$ cat src/rtl/btn_pkg.sv
// Shared types and constant helpers for the button conditioner and its per-channel logic.
// Holds the repeat-state encoding and the counter-width function used to size the debounce and repeat counters.
package btn_pkg;

    typedef enum logic [1:0] {
        IDLE   = 2'd0,
        DELAY  = 2'd1,
        REPEAT = 2'd2
    } rpt_state_e;

    // Smallest width able to hold every value 0..max_val, same as $clog2(max_val+1).
    function automatic int cnt_width(input int max_val);
        int w;
        for (w = 1; (w < 31) && ((1 << w) <= max_val); w++) begin
        end
        return w;
    endfunction

    function automatic int max_int(input int a, input int b);
        return (a > b) ? a : b;
    endfunction

endpackage

$ cat src/rtl/btn_channel.sv
// One button channel: synchronizer, counter debounce, registered press/release pulses and hold-to-repeat.
// Repeat logic is present only when BUTTON_CONDITIONER_AUTOREPEAT_EN is defined; otherwise action equals press.
module btn_channel
    import btn_pkg::*;
#(
    parameter int SYNC_STAGES     = 3,
    parameter int DEBOUNCE_CYCLES = 500000,
    parameter bit IDLE_LEVEL      = 1'b0,
    parameter int REPEAT_DELAY    = 25000000,
    parameter int REPEAT_PERIOD   = 5000000
) (
    input  logic clk,
    input  logic rst_n,
    input  logic btn_in,
    output logic level,
    output logic press,
    output logic release_pulse,
    output logic action,
    output logic press_next
);

    localparam int DB_W = cnt_width(DEBOUNCE_CYCLES);
    localparam logic [DB_W-1:0] DB_LAST = DB_W'(DEBOUNCE_CYCLES - 1);

    if ((SYNC_STAGES < 2) || (DEBOUNCE_CYCLES < 1) ||
        (REPEAT_DELAY < 1) || (REPEAT_PERIOD < 1)) begin : g_bad_cfg
        $error("btn_channel: parameter out of range");
    end

    logic [SYNC_STAGES-1:0] sync_q, sync_d;
    logic [DB_W-1:0]        db_cnt_q, db_cnt_d;
    logic                   level_q, level_d;
    logic                   press_q, press_d;
    logic                   release_q, release_d;
    logic                   action_q, action_d;
    logic                   norm_s;
    logic                   repeat_pulse;

    assign sync_d[0] = btn_in;
    for (genvar gi = 1; gi < SYNC_STAGES; gi++) begin : g_sync
        assign sync_d[gi] = sync_q[gi-1];
    end

    // Fold the idle polarity away so 1 always means "pressed" from here on.
    assign norm_s = sync_q[SYNC_STAGES-1] ^ IDLE_LEVEL;

    always_comb begin
        db_cnt_d  = db_cnt_q;
        level_d   = level_q;
        press_d   = 1'b0;
        release_d = 1'b0;
        if (norm_s == level_q) begin
            db_cnt_d = '0;
        end else if (db_cnt_q == DB_LAST) begin
            level_d   = norm_s;
            db_cnt_d  = '0;
            press_d   = norm_s;
            release_d = ~norm_s;
        end else begin
            db_cnt_d = db_cnt_q + DB_W'(1);
        end
    end

`ifdef BUTTON_CONDITIONER_AUTOREPEAT_EN
    localparam int RPT_W = cnt_width(max_int(REPEAT_DELAY, REPEAT_PERIOD));
    localparam logic [RPT_W-1:0] DELAY_LAST  = RPT_W'(REPEAT_DELAY - 1);
    localparam logic [RPT_W-1:0] PERIOD_LAST = RPT_W'(REPEAT_PERIOD - 1);

    rpt_state_e       rpt_state_q, rpt_state_d;
    logic [RPT_W-1:0] rpt_cnt_q, rpt_cnt_d;
    logic             rpt_pulse_d;

    // Driven by the press/release events of this same edge, so the first repeat lands REPEAT_DELAY after press.
    always_comb begin
        rpt_state_d = rpt_state_q;
        rpt_cnt_d   = rpt_cnt_q;
        rpt_pulse_d = 1'b0;
        case (rpt_state_q)
            IDLE: begin
                if (press_d) begin
                    rpt_state_d = DELAY;
                    rpt_cnt_d   = '0;
                end
            end
            DELAY: begin
                if (rpt_cnt_q == DELAY_LAST) begin
                    rpt_pulse_d = 1'b1;
                    rpt_cnt_d   = '0;
                    rpt_state_d = REPEAT;
                end else begin
                    rpt_cnt_d = rpt_cnt_q + RPT_W'(1);
                end
            end
            REPEAT: begin
                if (rpt_cnt_q == PERIOD_LAST) begin
                    rpt_pulse_d = 1'b1;
                    rpt_cnt_d   = '0;
                end else begin
                    rpt_cnt_d = rpt_cnt_q + RPT_W'(1);
                end
            end
            default: begin
                rpt_state_d = IDLE;
                rpt_cnt_d   = '0;
            end
        endcase
        // Release wins over a repeat falling due on the same edge.
        if (release_d) begin
            rpt_state_d = IDLE;
            rpt_cnt_d   = '0;
            rpt_pulse_d = 1'b0;
        end
    end

    always_ff @(posedge clk or negedge rst_n) begin
        if (!rst_n) begin
            rpt_state_q <= IDLE;
            rpt_cnt_q   <= '0;
        end else begin
            rpt_state_q <= rpt_state_d;
            rpt_cnt_q   <= rpt_cnt_d;
        end
    end

    assign repeat_pulse = rpt_pulse_d;
`else
    assign repeat_pulse = 1'b0;
`endif

    assign action_d = press_d | repeat_pulse;

    always_ff @(posedge clk or negedge rst_n) begin
        if (!rst_n) begin
            sync_q    <= {SYNC_STAGES{IDLE_LEVEL}};
            db_cnt_q  <= '0;
            level_q   <= 1'b0;
            press_q   <= 1'b0;
            release_q <= 1'b0;
            action_q  <= 1'b0;
        end else begin
            sync_q    <= sync_d;
            db_cnt_q  <= db_cnt_d;
            level_q   <= level_d;
            press_q   <= press_d;
            release_q <= release_d;
            action_q  <= action_d;
        end
    end

    assign level         = level_q;
    assign press         = press_q;
    assign release_pulse = release_q;
    assign action        = action_q;
    assign press_next    = press_d;

endmodule

$ cat src/rtl/button_conditioner.sv
// Multi-channel push-button front end: NUM_BTN independent btn_channel instances plus a registered any_press.
// Define BUTTON_CONDITIONER_AUTOREPEAT_EN for hold-to-repeat; the release output is release_pulse since release is reserved.
module button_conditioner
    import btn_pkg::*;
#(
    parameter int NUM_BTN         = 4,
    parameter int SYNC_STAGES     = 3,
    parameter int DEBOUNCE_CYCLES = 500000,
    parameter bit IDLE_LEVEL      = 1'b0,
    parameter int REPEAT_DELAY    = 25000000,
    parameter int REPEAT_PERIOD   = 5000000
) (
    input  logic               clk,
    input  logic               rst_n,
    input  logic [NUM_BTN-1:0] btn_in,
    output logic [NUM_BTN-1:0] level,
    output logic [NUM_BTN-1:0] press,
    output logic [NUM_BTN-1:0] release_pulse,
    output logic [NUM_BTN-1:0] action,
    output logic               any_press
);

    logic [NUM_BTN-1:0] press_next;
    logic               any_press_q, any_press_d;

    for (genvar gi = 0; gi < NUM_BTN; gi++) begin : g_ch
        btn_channel #(
            .SYNC_STAGES    (SYNC_STAGES),
            .DEBOUNCE_CYCLES(DEBOUNCE_CYCLES),
            .IDLE_LEVEL     (IDLE_LEVEL),
            .REPEAT_DELAY   (REPEAT_DELAY),
            .REPEAT_PERIOD  (REPEAT_PERIOD)
        ) u_channel (
            .clk          (clk),
            .rst_n        (rst_n),
            .btn_in       (btn_in[gi]),
            .level        (level[gi]),
            .press        (press[gi]),
            .release_pulse(release_pulse[gi]),
            .action       (action[gi]),
            .press_next   (press_next[gi])
        );
    end

    // Built from the channels' next-press terms so it rises on the same edge as press.
    assign any_press_d = |press_next;

    always_ff @(posedge clk or negedge rst_n) begin
        if (!rst_n) begin
            any_press_q <= 1'b0;
        end else begin
            any_press_q <= any_press_d;
        end
    end

    assign any_press = any_press_q;

endmodule

$ cat config.mk
export PLATFORM = sky130hd
export DESIGN_NAME = button_conditioner
export DESIGN_NICKNAME = d
export VERILOG_FILES = /design/src/rtl/btn_pkg.sv /design/src/rtl/btn_channel.sv /design/src/rtl/button_conditioner.sv
export SDC_FILE = /design/constraint.sdc
export NUM_CORES = 1
export LEC_CHECK = 0
export ABC_AREA = 1
export CAP_MARGIN = 40
export CORE_MARGIN = 4
export CORE_UTILIZATION = 40
export DETAILED_ROUTE_END_ITERATION = 8
export PLACE_DENSITY = 0.54
export SYNTH_ARGS = -nofsm -noshare
export SYNTH_HDL_FRONTEND = slang
export SYNTH_SLANG_ARGS = --single-unit
$ cat constraint.sdc
create_clock -name clk -period 1.64 [get_ports clk]
set_input_delay 0.328 -clock clk [delete_from_list [all_inputs] [get_ports clk]]
set_output_delay 0.328 -clock clk [all_outputs]
set_load 0.02 [all_outputs]
==> impl_metrics.ini <==
[status]
run_status = finished with violations
violated_checks = negative hold slack

[timing]
setup_tns_ns = 0
finalWorstPathRequiredPeriod_ns = 1.587
fin_worst_skew_ns = 0.008123
maxClockFrequency_mhz = 630.1
setup_repair_after_global_routing_missed_its_margin = no
timing.max_slew.rel_slack = 0.6242
finalHoldViolCount = 2
final.hold.worst_slack_ns = -0.002054
layout_worst_path_cycle_share = 0.9676
setup-violations-final = 0
slew_viol_final = 0
worstMarginPinSlew_ns = 0.5638

[die]
num_rows = 41
chipHeight_um = 121.4
core_area_um2 = 12620
floorplan.initialDensity = 0.4076
pin_count = 23
die_w_um = 121.4
die-area_um2 = 14740

[layout]
nets = 651
antenna_cells = 0
area_growth_syn_to_layout_pct = 12.62
num-fill-cells = 1283
final_layout_size_suffix_gt1_frac = 0.09598
post_route_utilization = 0.4591

[worst_setup_path]
worst_path_dominant_cell_family = buffers and inverters
launching_instance_or_port_of_the_critical_path = g_ch[3].u_channel.release_pulse$_DFF_PN0_
worst-path-buf-inv = 1
reg2reg_to = g_ch[2].u_channel.db_cnt_q[17]$_DFF_PN0_
worst_path_required_ns = 1.31
crit_arrival_ns = 1.26
critical_path.max_stage_delay_ns = 0.60
critical_path_peak_fanout = 1
critical-path-slowest-cell = sky130_fd_sc_hd__clkdlybuf4s50_1
crit-reg2reg-launch = g_ch[2].u_channel.db_cnt_q[0]$_DFF_PN0_
crit_type = flip-flop to output port
r2r_setup_slack_ns = 0.11
worstPathCellList = clkdlybuf4s50_1
timing.critical_path.from_type = flip-flop
worst-path-stages = 1
setup.worst_path.end_class = output port
reg2reg_depth = 6

[job]
max_cap_viol_count = 0

[clock_tree]
htree_levels = 3
tritoncts = done
setup_repair_bufs_after_cts = 0
clock_sinks = 101
clockBufferDepth = 2
insertion_delay_ns = 0.35
cts_buffers = 9
hold_buffers_post_cts = 0
clk_root_buffer_cell = sky130_fd_sc_hd__clkbuf_16
clk_pin_slew_ns = 0.06

[detailed_routing]
post_dr_vias_cell = 4.752
route.antenna.remaining_nets = 0
wl_met1_um = 4692
drc = 0
vias = 3887
sum_of_met3_wire_segment_lengths_after_detailed_routing_um = 385
wl_per_cell_um = 12.22
detail_route.first_pass.iterations = 6
highest_layer = met4
drt_iter0_drc = 290
met2_length_um = 4739
routed_wl_um = 9994

[synth]
ys_types = 31
most_used_standard_cell_by_instance_count_after_synthesis = sky130_fd_sc_hd__nor2_1
async_reset_ff_frac = 1.000
seq_area_frac_synth = 0.4914
syn-instance-count = 621
yosys-top-cells-count = 157 x sky130_fd_sc_hd__nor2_1, 103 x sky130_fd_sc_hd__nand2_1, 101 x sky130_fd_sc_hd__dfrtp_1
synth-edff-count = 0
synth_fp_nets = 631
synth.largest_area_cell = sky130_fd_sc_hd__dfrtp_1
yosys_warnings = 0
postSynthRegisterBits = 101
yosys_most_used_dff = sky130_fd_sc_hd__dfrtp_1
synth_top_area_frac = 0.4914
mean_instance_size_in_the_synthesized_netlist_um2 = 8.283
synth.cell_area_um2 = 5144
synth_top_cells_by_area = sky130_fd_sc_hd__dfrtp_1 49%, sky130_fd_sc_hd__nor2_1 11%, sky130_fd_sc_hd__nand2_1 7.5%

[global_route]
antenna_found_initial = 0
grt_max_degree = 102
overflow = 0
groute.usage.overall = 0.1493
vias_in_the_first_global_route = 3809
first_pass_grt_wire_length_um = 17600

[placed_design]
finalWeightedCongestion = 0.8562
portBuffers = 22
detailed_place_hpwl_um = 7171

[pwr]
power.leakage_nw = 2.721
power_density_nw_per_um2 = 822.7
vdd.ir_drop.worst_mv = 0.6354

[hold_path]
timing.hold.worst.class = primary input to asynchronous set/reset pin
-- logic make-up after synthesis --
logic type      count (synthesis)  synth area share
simple gates                  368            0.3316
flops                         101            0.4914
buf+inv                        82           0.07151
xor+xnor                       41           0.06981
compound gates                 25           0.02603
fa+ha+maj                       4          0.009730
-- placed cells by master, fill, tap and decap left out, drive strengths merged, types with 2 or more instances in the layout --
| master | instances |
|---|---|
| nand3b | 4 |
| nand4 | 10 |
| a21oi | 14 |
| xor2 | 23 |
| nor3 | 10 |
| inv | 66 |
| buf | 4 |
| dlygate4sd2 | 9 |
| clkinv | 4 |
| ha | 4 |
| clkbuf | 11 |
| nor2 | 177 |
| nand3 | 48 |
| dfrtp | 101 |
| dlymetal6s2s | 7 |
| xnor2 | 18 |
| and2 | 2 |
| clkdlybuf4s50 | 5 |
| nand2 | 113 |
| o21ai | 7 |
| o21bai | 2 |
| nor3b | 2 |
-- what timing repair did --
item                       CTS  global route
gates resized for setup      9             9
pin swaps                    0             0
setup endpoints to repair    9            13
-- through the flow --
step           cells  setup WS (ns)  power, W  area [µm²]  hold slack, ns
2_1_floorplan    621         0.3409  0.002681        5144         0.03241
3_3_place_gp     802         0.1786  0.002776        5492          0.3322
3_5_place_dp     802         0.1136  0.002782        5492          0.3347
4_1_cts          818      0.0008897  0.004877        5768         0.06118
5_1_grt          818       0.009499  0.004986        5793         0.08627
6_report         818        0.05306  0.004766        5793       -0.002054
-- flip-flops by register name, indices dropped and copies added, names as in the netlist --
register,count
g_ch.u_channel.level,4
g_ch.u_channel.release_pulse,4
g_ch.u_channel.sync_q,12
g_ch.u_channel.db_cnt_q,76
any_press,1
g_ch.u_channel.press,4
-- worst max-delay path by stage --
stage | slack, ns | end
finish | 0.05 | release_pulse[3]
floorplan | 0.34 | g_ch[1].u_channel.db_cnt_q[16]$_DFF_PN0_
detailed placement | 0.11 | g_ch[0].u_channel.db_cnt_q[5]$_DFF_PN0_
CTS | 0.0009 | action[3]
global route | 0.009 | release_pulse[3]
global placement | 0.18 | g_ch[2].u_channel.db_cnt_q[5]$_DFF_PN0_
-- cell type report --
class / instances / area (µm²) / share of cell area
Clock inverter: 5 / 35.03 / 0.006048
Timing Repair Buffer: 25 / 259.0 / 0.04471
Multi-Input combinational cell: 438 / 2256 / 0.3894
Sequential cell: 101 / 2527 / 0.4363
Clock buffer: 11 / 252.7 / 0.04363
Inverter: 66 / 247.7 / 0.04276
Tap cell: 172 / 215.2 / 0.03715
-- per-layer routing --
layer | global-route usage | vias up
met2 | 0.2425 | 55
li1 | - | 1962
met1 | 0.1927 | 1857
met5 | 0 | -
met4 | 0.04622 | 0
met3 | 0.04382 | 13
-- where the power goes --
| part | internal, W | switching (W) | total (W) |
|---|---|---|---|
| sequential | 0.00253 | 0.0000287 | 0.00256 |
| clock | 0.00111 | 0.000930 | 0.00204 |
| combinational | 0.0000516 | 0.000115 | 0.000167 |
| total | 0.00369 | 0.00107 | 0.00477 |
No activity file was read; power rests on OpenSTA's default activity.
==> RTL change 1 (same flow settings) <==
`IDLE_LEVEL` is set to 1'b0 in 2 places; all go to 1'b1.
--- a/src/rtl/btn_channel.sv
+++ b/src/rtl/btn_channel.sv
@@ -5,7 +5,7 @@
 #(
     parameter int SYNC_STAGES     = 3,
     parameter int DEBOUNCE_CYCLES = 500000,
-    parameter bit IDLE_LEVEL      = 1'b0,
+    parameter bit IDLE_LEVEL      = 1'b1,
     parameter int REPEAT_DELAY    = 25000000,
     parameter int REPEAT_PERIOD   = 5000000
 ) (
--- a/src/rtl/button_conditioner.sv
+++ b/src/rtl/button_conditioner.sv
@@ -6,7 +6,7 @@
     parameter int NUM_BTN         = 4,
     parameter int SYNC_STAGES     = 3,
     parameter int DEBOUNCE_CYCLES = 500000,
-    parameter bit IDLE_LEVEL      = 1'b0,
+    parameter bit IDLE_LEVEL      = 1'b1,
     parameter int REPEAT_DELAY    = 25000000,
     parameter int REPEAT_PERIOD   = 5000000
 ) (
Behaviour: same outputs for any inputs over 10 cycles, from zero or initial values and one cycle with rst_n low; that may be too few to reach the edited logic, so the function may still have changed.
==> RTL change 1 against the original RTL <==
Sequential cell count stayed put; combinational power is 13% higher; non-clock buffer count is 6 higher; clock power is 11% higher; core utilization is 1.0 points higher; cell area is 3.1% higher; routed wire length is 3.4% higher; power is 5.5% higher; critical path type is now reg2reg; critical endpoint is now any_press$_DFF_PN0_; register-to-register slack better by 0.05 ns; highest routed layer unchanged; first-iteration DRC count is 5.2% lower; worst setup slack better by 0.10 ns; area after synthesis is 1.9% higher; critical path depth is 6 higher; hold slack better by 0.36 ns.
==> RTL change 1: results (changes against the original RTL) <==
logic_synthesis:
  synthTopCellsByArea: "dfrtp_1 42%, nor2_1 11%, nand2_1 7.5%"
  synthTopCellsByCount: "154 x nor2_1, 105 x nand2_1, 89 x dfrtp_1"
  yosysSeqAreaShare_pct: 48.5  # -0.64 points
  yosysUniqueCellTypes: 30  # -3.2%
  syn-num-nets: 648  # +2.7%
global_route:
  grt_max_degree: 34  # -67%
  grt_pass1_vias: 3850  # +1.1%
  track_usage_pct: 15.2  # +0.25 points
worst_setup_path:
  regToRegSetupSlack_ns: 0.16  # +0.05 ns
  ff2ff_path_depth: 7  # +1
  timing.rr.end: "any_press$_DFF_PN0_"
  slowest_stage: "dfrtp_1"
  path_delay_family: "simple AND/OR/NAND/NOR gates"
  setup.worst_path.start: "g_ch[2].u_channel.db_cnt_q[0]$_DFF_PN0_"
  cp_max_fo: 3  # +2
placement:
  portBuffers: 22  # unchanged
  place_area_mm2: 0.00564  # +2.7%
  placed_cells: 824  # +2.7%
  routabilityCongestion: 0.969  # +13%
  dp_hpwl_um: 7650  # +6.7%
route:
  first_pass_iters: 5  # -1
  vias_per_cell: 4.71  # -0.78%
  drt_iter0_markers: 275  # -5.2%
  wirelength_um: 10300  # +3.4%
layout:
  finalNetCount: 674  # +3.5%
  drive_above_1_share_pct: 13.6  # +4.0 points
status:
  status: "completed"
floorplan:
  start_util_pct: 41.2  # +0.45 points
worst_hold_path:
  worstHoldPathType: "reg2reg"
sta:
  period_share_pct: 90.4  # -6.4 points
  slew_headroom_pct: 79.2  # +17 points
  fin_worst_skew_ns: 0.0121  # +0.00393 ns
  finalHoldViolations: 0  # -2
pwr:
  p_leak_uw: 0.00272  # about the same
  ir_worst_vdd_mv: 0.539  # -15%
## RTL change 1: cell types whose count changed in the layout (fill, tap and decap cells not counted), moves of 3 or more
cell	unedited run	this run
a21oi_1	14	17
buf_4	3	7
dfrtp_1	101	89
dfstp_2	0	12
dlygate4sd2_1	9	12
inv_1	65	70
nand2_2	7	15
nand3_1	41	45
nor2_2	12	16
xor2_1	23	20
## RTL change 1: metrics by stage
step	hold WS (ns)	utilization, %
after CTS	0.357	46.8
final	0.356	46.9
after global placement	0.240	44.3
after floorplan	0.0324	-
after global routing	0.358	46.9
after detailed placement	0.233	44.3
## RTL change 1: cell type report
cell class	instances	area (um^2)
fillers	1289	6750
flip-flops and latches	101	2540
multi-input cells	451	2320
repair buffers	31	310
inverters	70	263
clock buffers	9	225
well taps	172	215
clock inverters	7	90.1
## RTL change 1: repair_timing
item                                   in CTS  in global routing
setup endpoints to repair                  13                 11
pin swaps                                   0                  0
hold buffers                                1                  0
gates cloned                                0                  0
endpoints found under the hold margin      14                  0
gates resized for setup                    12                  7
## RTL change 1: cell families (layout without fill, tap and decap cells)
family / count (synthesis) / after routing / synth area share, %
compound gates: 29 / 29 / 2.98
flops: 101 / 101 / 48.5
xor+xnor: 38 / 38 / 6.35
buf+inv: 86 / 117 / 7.30
fa+ha+maj: 4 / 4 / 0.955
simple gates: 380 / 380 / 33.9
## RTL change 1: layer usage
layer  wire (um)  GRT usage [%]  vias up
met5           0              0        -
met4         172           5.32        0
met3         369           3.96       17
met2        4790           24.6       61
met1        5000           19.8     1859
li1            -              -     2028
## RTL change 1: where the power goes
group / internal, uW / total [uW] / switching (uW) / leakage, uW
Sequential: 2540 / 2570 / 28.1 / 0.00136
Clock: 1330 / 2270 / 942 / 0.000151
Combinational: 65.0 / 189 / 124 / 0.00121
Total: 3930 / 5030 / 1090 / 0.00272
==> RTL change 2 (same flow settings) <==
Made on the original files. The output `any_press` loses its register stage (`any_press_q` becomes a continuous assignment).
--- a/src/rtl/button_conditioner.sv
+++ b/src/rtl/button_conditioner.sv
@@ -45,13 +45,7 @@
     // Built from the channels' next-press terms so it rises on the same edge as press.
     assign any_press_d = |press_next;
 
-    always_ff @(posedge clk or negedge rst_n) begin
-        if (!rst_n) begin
-            any_press_q <= 1'b0;
-        end else begin
-            any_press_q <= any_press_d;
-        end
-    end
+    assign any_press_q = any_press_d;
 
     assign any_press = any_press_q;
 
Formal check against the unedited RTL: same outputs for any inputs over 10 cycles, from zero or initial values and one cycle with rst_n low; that may be too few to reach the edited logic, so the function may still have changed.
==> RTL change 2 against the original RTL <==
The run ends with setup timing left; synthesized cell count decreased by 0.16%; sequential cell count decreased by 1; via count up 9.4%; register-to-register slack hardly changed; die area down 0.46%; area after synthesis down 0.49%; hold slack improved by 0.031 ns; combinational power up 42%; power increased by 1.7%; cell area up 16%; routed wire length increased by 8.8%; worst setup slack got worse by 0.34 ns; largest cell class unchanged.
==> RTL change 2: results (changes against the original RTL) <==
status:
  status: "finished with violations"
  violations: "setup timing"
pwr:
  p_leak_uw: 0.00325  # +19%
  ir_worst_vdd_mv: 0.586  # -7.7%
  swShare_pct: 21.2  # -1.4 points
logic_synthesis:
  syn-num-nets: 630  # -0.16%
  synth_xor_area_share_pct: 7.02  # +0.034 points
  synthTopCellsByCount: "157 x nor2_1, 103 x nand2_1, 100 x dfrtp_1"
  synthTopCellsByArea: "dfrtp_1 49%, nor2_1 12%, nand2_1 7.6%"
  avgSynthCellArea_um2: 8.26  # -0.33%
route:
  drt-met1-wl_um: 5120  # +9.1%
  drt_iter0_markers: 150  # -48%
  first_pass_iters: 7  # +1
  routed-wl-met2_um: 5340  # +13%
worst_setup_path:
  slowest_delay_ns: 0.39  # -0.21 ns
  arrival_ns: 1.60  # +0.34 ns
  cp_max_fo: 2  # +1
  ff2ff_path_depth: 9  # +3
  crit_end: "any_press"
  timing.rr.end: "g_ch[2].u_channel.press$_DFF_PN0_"
  path_delay_family: "simple AND/OR/NAND/NOR gates"
global_route:
  grt_pass1_wl_um: 19000  # +7.9%
  grt_use_met1_pct: 21.1  # +1.8 points
  grtUsageMet2_pct: 26.8  # +2.6 points
  grt_max_degree: 101  # -0.98%
  track_usage_pct: 16.2  # +1.2 points
sta:
  slew_headroom_pct: 64.8  # +2.4 points
  setup_viol: 1  # +1
  setup_ws_ns: -0.290  # -0.343 ns
  tns_ns: -0.290  # -0.290 ns
  whs_ns: 0.0288  # +0.0309 ns
cts:
  cts_setup_buffers: 11  # +11
  cts_resized: 30  # +21
layout:
  finalNetCount: 763  # +17%
  finalNonFillerCells: 929  # +14%
placement:
  dp_slack_ns: -0.480  # -0.594 ns
  dp_hpwl_um: 8010  # +12%
  place_area_mm2: 0.00625  # +14%
-- RTL change 2: changes by cell type in the layout (fill, tap and decap cells not counted), moves of 2 or more --
cell,delta
nor2_1,-6
buf_4,+113
nand2_1,-2
nand3_4,+2
nand2_2,+2
dlymetal6s2s_1,-2
nor2_4,+2
ha_4,+3
clkinv_4,-2
nor2_2,+4
ha_1,-4
clkbuf_1,+3
-- RTL change 2: cell type report --
type | instances | area [um^2] | area share, %
timing repair buffer | 138 | 1100 | 16.5
multi-input combinational | 438 | 2350 | 35.0
sequential | 100 | 2500 | 37.3
clock inverter | 2 | 35.0 | 0.523
tap | 172 | 215 | 3.21
clock buffer | 13 | 250 | 3.73
inverter | 66 | 248 | 3.70
-- RTL change 2: power groups by stage --
stage                     sequential (uW)  clock, uW  combinational (uW)
final                                2530       2070                 237
after global routing                 2540       2250                 274
after CTS                            2530       2160                 238
after detailed placement             2570          0                 227
after global placement               2570          0                 222
after floorplan                      2570          0                82.0
